**config.mk**
```make
export PLATFORM = sky130hd
export DESIGN_NAME = cra256_operand_loader
export DESIGN_NICKNAME = d
export VERILOG_FILES = /design/src/rtl/cra256_operand_loader.sv
export SDC_FILE = /design/constraint.sdc
export NUM_CORES = 1
export LEC_CHECK = 0
export ABC_AREA = 1
export CAP_MARGIN = 20
export CORE_UTILIZATION = 41
export CTS_CLUSTER_DIAMETER = 80
export CTS_CLUSTER_SIZE = 20
export DETAILED_ROUTE_END_ITERATION = 10
export GPL_TIMING_DRIVEN = 0
export HOLD_SLACK_MARGIN = 0.05
export PLACE_DENSITY = 0.7
export SETUP_SLACK_MARGIN = 0.1
export SYNTH_ARGS = -nofsm -noshare
export SYNTH_HDL_FRONTEND = slang
export SYNTH_SLANG_ARGS = --single-unit
```
**constraint.sdc**
```tcl
create_clock -name clk -period 2.7 [get_ports clk]
set_clock_uncertainty 0.15 [all_clocks]
set_input_delay 0.27 -clock clk [delete_from_list [all_inputs] [get_ports clk]]
set_output_delay 0.27 -clock clk [all_outputs]
set_load 0.02 [all_outputs]
```
**src/rtl/cra256_operand_loader.sv**
```systemverilog
// Purpose: assembles two N-bit adder operands plus carry-in from a W-bit beat stream.
// Latency: op_valid rises one cycle after the last beat is accepted.
// Backpressure: in_ready is low while an operand set is held; op_ready releases the hold.
module cra256_operand_loader #(
    parameter  int N     = 256,
    parameter  int W     = 32,
    localparam int BEATS = N / W,
    localparam int CW    = (BEATS > 1) ? $clog2(BEATS) : 1
) (
    input  logic          clk,
    input  logic          rst_n,
    input  logic          flush,
    input  logic          in_valid,
    output logic          in_ready,
    input  logic [W-1:0]  in_a,
    input  logic [W-1:0]  in_b,
    input  logic          in_cin,
    output logic [N-1:0]  a,
    output logic [N-1:0]  b,
    output logic          cin,
    output logic          op_valid,
    input  logic          op_ready,
    output logic [CW-1:0] beat_cnt
);

    if ((N % W) != 0) begin : g_bad_width
        $error("cra256_operand_loader: N must be a multiple of W");
    end

    typedef enum logic [0:0] {
        FILL = 1'b0,
        HOLD = 1'b1
    } state_t;

    state_t        state_q;
    state_t        state_d;
    logic [CW-1:0] cnt_d;
    logic          vld_d;
    logic          accept;
    logic          wr_en;
    logic          last_beat;

    assign in_ready  = (state_q == FILL) && rst_n;
    assign accept    = in_valid && in_ready;
    assign last_beat = (beat_cnt == CW'(BEATS - 1));

    // Flush wins over both a beat and an op handshake in the same cycle.
    assign wr_en = accept && !flush;

    always_comb begin
        state_d = state_q;
        cnt_d   = beat_cnt;
        vld_d   = op_valid;
        if (flush) begin
            state_d = FILL;
            cnt_d   = '0;
            vld_d   = 1'b0;
        end else begin
            case (state_q)
                FILL: begin
                    if (accept) begin
                        if (last_beat) begin
                            cnt_d   = '0;
                            state_d = HOLD;
                            vld_d   = 1'b1;
                        end else begin
                            cnt_d = beat_cnt + CW'(1);
                        end
                    end
                end
                HOLD: begin
                    if (op_valid && op_ready) begin
                        state_d = FILL;
                        vld_d   = 1'b0;
                    end
                end
                default: begin
                    state_d = FILL;
                    cnt_d   = '0;
                    vld_d   = 1'b0;
                end
            endcase
        end
    end

    always_ff @(posedge clk) begin
        if (!rst_n) begin
            state_q  <= FILL;
            beat_cnt <= '0;
            op_valid <= 1'b0;
            a        <= '0;
            b        <= '0;
            cin      <= 1'b0;
        end else begin
            state_q  <= state_d;
            beat_cnt <= cnt_d;
            op_valid <= vld_d;
            // Only the addressed word changes; stale words from earlier sets persist.
            if (wr_en) begin
                a[int'(beat_cnt) * W +: W] <= in_a;
                b[int'(beat_cnt) * W +: W] <= in_b;
                if (beat_cnt == '0) begin
                    cin <= in_cin;
                end
            end
        end
    end

endmodule
```
# Word-level counts from Yosys, hierarchy flattened
# Cells that the tools add are included.
# W data, S select, Z words.
# totals
reg_bits,518
inputBits,70
output_inout_bits,518
wordCells,38
# classes
n_addsub,2
n_eq_ne,4
n_shift,3
muxes,11
n_bitwise,2
reduce_logical,10
# ops
op,n
$bwmux W256,2
$shiftx A32 B33 Y256,2
$shift A32 B33 Y256 const A,1
$neg A8 Y33,1
$mux W1,6
$logic_and A1 B1 Y1,4
$ne A2 B2 Y1 const B,2
$pmux W1 S2,2
$reduce_and A2 Y1,2
$add A3 B1 Y3 const B,1
$eq A3 B3 Y1 const B,1
$logic_not A3 Y1,1
$mux W3,1
$reduce_and A3 Y1,1
$ne A2 B1 Y1 const B,1
$not A1 Y1,2
$reduce_or A2 Y1,1
$logic_not A1 Y1,1

# Logic depth before layout (Yosys ltp)
# logic_depth
depth_word,5
depth_mapped,13
depth_no_buf,11

# Worst setup path before layout
# No wires, ideal clock.
# synth_timing
path_type,register to register
start,reg beat_cnt[0]
end,reg a[90]
setup_ps,113
t_arrival_ps,2323
required_ps,2437
slack_ps,114
stages_incl_launch_ff,13
path_buffers,4
period_less_slack_ps,2586
cell_sequence,dfxtp_1 inv_2 buf_2 ha_1 ha_1 buf_2 nand2_2 nor2_1 nand2_1 buf_2 buf_4 nor2_1 nor2_1
# synth_via
elab_chain_cells,3
elab_cells_between_ends,4
cone_classes,add/sub (1); shift (2); mux (1)
# synth_rtl
element,line,rtl
start: declaration,23,output logic [CW-1:0] beat_cnt
start signal: assignment,96,beat_cnt <= cnt_d;
$neg A8 Y33 *,100,a[int'(beat_cnt) * W +: W] <= in_a;
$shiftx A32 B33 Y256 or $shift A32 B33 Y256 (tied branches),100,
$bwmux W256 *,100,
end signal: indexed assignment,100,
end: declaration,18,"output logic [N-1:0] a,"
# Every way passes the cells marked *; elsewhere a longest branch is shown, timed or not.
# A chain may end at the register's enable or synchronous reset.

# Worst setup path after layout
# layout_timing
start,reg beat_cnt[0]
end,reg b[176]
# layout_via
elab_chain_cells,3
elab_cells_between_ends,4
cone_classes,add/sub (1); shift (2); mux (1)
# layout_rtl
element,line,rtl
$neg A8 Y33 *,101,b[int'(beat_cnt) * W +: W] <= in_b;
$shiftx A32 B33 Y256 or $shift A32 B33 Y256 (tied branches),101,
$bwmux W256 *,101,
end signal: indexed assignment,101,
end: declaration,19,"output logic [N-1:0] b,"
# Marks and branches as above.

==> results.py <==
metrics = {
    "clock_network": {
        "clock_sinks": 518,
        "root_buffer": "clkbuf_16",
        "clk_path_buf_depth": 3,
        "htree_levels": 1,
        "clk_pin_slew_ps": 90,
        "clk_latency_ps": 620,
        "numCtsBuffers": 31,
        "cts_tree": "yes",
    },
    "sta": {
        "max_freq_ghz": 0.3919,
        "slew_headroom_pct": 33.76,
        "slew_violations": 0,
        "rsz0062_at_grt": "false",
        "hold_viol": 0,
        "layout_min_cycle_time_ps": 2552,
        "setup_viol_count_final": 0,
        "finalCritPeriodShare_pct": 94.51,
        "finalWorstSetupSlack_ps": 148.2,
        "worstMarginPinSlew_ps": 993.6,
    },
    "setup_path": {
        "timing.rr.start": "beat_cnt[0]$_SDFFE_PP0P_",
        "worst_setup_path_start_kind": "flop",
        "r2r-end": "b[176]$_SDFFE_PN0P_",
        "worstRegToRegCells": 10,
        "crit_fanout": 10,
        "reg2reg_slack_ps": 150,
        "critPathArrivalTime_ps": 2920,
        "worstSetupEndpointType": "flop",
        "crit_required_ps": 3070,
        "worstSetupPathType": "reg2reg",
    },
    "logic_synthesis": {
        "ys_seq_area_share_pct": 45.97,
        "netlist_area_um2": 22560,
        "synth_cell_types": 25,
        "yosys_warnings": 0,
        "ys_seq_elements": 518,
        "synth_fp_nets": 3477,
        "netlist_instances": 3402,
        "syn_avg_cell_area_um2": 6.631,
    },
    "floorplan": {
        "core-area_um2": 54130,
        "die_height_um": 236.6,
        "die_w_um": 236.6,
        "die_area_um2": 55960,
        "rows": 85,
        "io_pins": 588,
        "start_util_pct": 41.67,
    },
    "drt": {
        "drc": 0,
        "vias": 25320,
        "first_iter_violations": 2456,
        "wl_mm": 103.9,
        "drt-wirelength-per-cell_um": 21.95,
        "vias_per_cell": 5.350,
        "first_pass_iters": 6,
        "ant_nets": 0,
    },
    "global_route": {
        "globalRouteOverflowTotal": 0,
        "antenna_found_initial": 2,
        "grt_max_degree": 21,
        "grt.total_usage_pct": 35.47,
        "grt_pass1_vias": 23300,
        "grt_pass1_wl_mm": 148.9,
    },
    "finish": {
        "final_cells": 4733,
        "final_cell_mix": "nor2_1 (831), nand2_1 (799), clkdlybuf4s50_1 (586)",
        "final_common_cell": "nor2_1",
        "drive_above_1_share_pct": 7.782,
        "nets": 4104,
        "area_growth_pct": 36.81,
        "utilization_pct": 57.01,
    },
    "worst_hold_path": {
        "worstHoldStart": "in_cin",
        "hp-class": "in2reg",
        "hold_end": "cin$_SDFFE_PN0P_",
        "hold_path_depth": 3,
    },
    "place": {
        "place.gp.congestion": 0.9604,
        "placement.setup.worst_slack_ps": -874.2,
        "port_buffers": 586,
        "placed_cells": 4684,
        "hpwl_mm": 82.15,
    },
    "power_and_ir_drop": {
        "power-per-cell-area_nw_per_um2": 462.8,
        "cellLeakagePower_nw": 11.78,
        "total_power_mw": 14.28,
        "ir_drop_mv": 0.5019,
    },
    "run_status": {
        "status": "complete, no violations",
    },
    "flow_run": {
        "cap_violations": 0,
    },
}
-- cells in the mapped netlist --
| cell type | n | area [um^2] |
|---|---|---|
| nor2_1 | 860 | 3228 |
| nand2_1 | 804 | 3018 |
| dfxtp_1 | 518 | 10370 |
| a21oi_1 | 331 | 1657 |
| nand3_1 | 302 | 1511 |
| clkbuf_1 | 131 | 491.7 |
| inv_1 | 116 | 435.4 |
| buf_2 | 99 | 495.5 |
| o21ai_0 | 97 | 485.5 |
| buf_1 | 35 | 131.4 |
| nor3_1 | 25 | 125.1 |
| nand4_1 | 23 | 143.9 |
| buf_4 | 19 | 142.6 |
| inv_2 | 11 | 41.29 |
| nand3b_1 | 8 | 60.06 |
| ha_1 | 5 | 62.56 |
| nor2_2 | 4 | 25.02 |
| buf_6 | 3 | 33.78 |
| a211oi_1 | 2 | 15.01 |
| nand2_2 | 2 | 12.51 |
| nor2_4 | 2 | 22.52 |
| nor4_1 | 2 | 12.51 |
| a21oi_2 | 1 | 8.760 |
| nand2_4 | 1 | 11.26 |
| nand3_4 | 1 | 17.52 |
-- worst max-delay path, cell delays in order, from the launching register on --
cell and delay [ps]:
dfxtp_4 370, inv_2 60, buf_4 190, ha_4 190, ha_4 290, buf_8 180, buf_4 300, buf_2 340
nor2_1 80, o21ai_0 210, nor2_1 60
-- stage by stage --
stage,hold slack (ps),setup TNS [ps],instance area (um^2)
global placement,301.7,-205280,29290
global route,130.0,0,30860
detailed placement,304.1,-215020,29290
floorplan,284.3,0,22560
CTS,82.86,0,30460
finish,102.4,0,30860
-- worst max path at each step --
stage	start	endpoint	slack, ps	cells past startpoint
finish	beat_cnt[0]$_SDFFE_PP0P_	b[176]$_SDFFE_PN0P_	150	10
CTS	beat_cnt[0]$_SDFFE_PP0P_	b[247]$_SDFFE_PN0P_	30	11
floorplan	beat_cnt[0]$_SDFFE_PP0P_	a[90]$_SDFFE_PN0P_	110	12
detailed placement	beat_cnt[0]$_SDFFE_PP0P_	b[232]$_SDFFE_PN0P_	-870	10
global placement	beat_cnt[0]$_SDFFE_PP0P_	b[232]$_SDFFE_PN0P_	-850	10
global route	beat_cnt[0]$_SDFFE_PP0P_	b[41]$_SDFFE_PN0P_	90	10
-- sequential cells by signal (all words and copies together), names as in the netlist --
signal	count
op_valid	1
beat_cnt	3
b	256
cin	1
state_q	1
a	256
-- logic make-up (layout without fill, tap and decap cells) --
logic type / after synthesis / in the layout / share of synthesized area, %
fa+ha+maj: 5 / 5 / 0.2773
flops: 518 / 518 / 45.97
other cells: 0 / 2 / 0
compound gates: 431 / 431 / 9.601
simple gates: 2034 / 2035 / 36.30
buf+inv: 414 / 1046 / 7.854
-- routing by layer --
metal / share of wire, % / vias to the layer above / GRT usage, % / routed length, um
met2: 45 / 1286 / 58.20 / 47030
met3: 9.3 / 280 / 6.971 / 9704
met1: 40 / 11740 / 44.93 / 41610
met4: 5.3 / 0 / 16.17 / 5540
met5: 0 / - / 0 / 0
li1: - / 12010 / - / -
-- area by class of cell --
type | count | area (um^2)
fillers | 5442 | 23270
multi-input cells | 2471 | 10670
flip-flops and latches | 518 | 10370
repair buffers | 594 | 5941
plain buffers | 286 | 1624
well taps | 696 | 870.8
clock buffers | 33 | 783.3
inverters | 127 | 494.2
clock inverters | 6 | 100.1
diodes | 2 | 5.005
-- where the power goes --
group	internal [mW]	switching (mW)	total, mW
Combinational	0.434	1.12	1.56
Sequential	7.68	0.0326	7.72
Clock	2.27	2.73	5.01
Total	10.4	3.89	14.3
-- timing repair --
action	4_1_cts	5_1_grt
pin swaps	0	4
endpoints found under the setup margin	513	503
hold buffers	1	0
resized for setup	127	163
buffers inserted	0	7
hold endpoints to repair	4	0
gates cloned	0	1
Note: power is estimated with default switching activity, not from simulation.
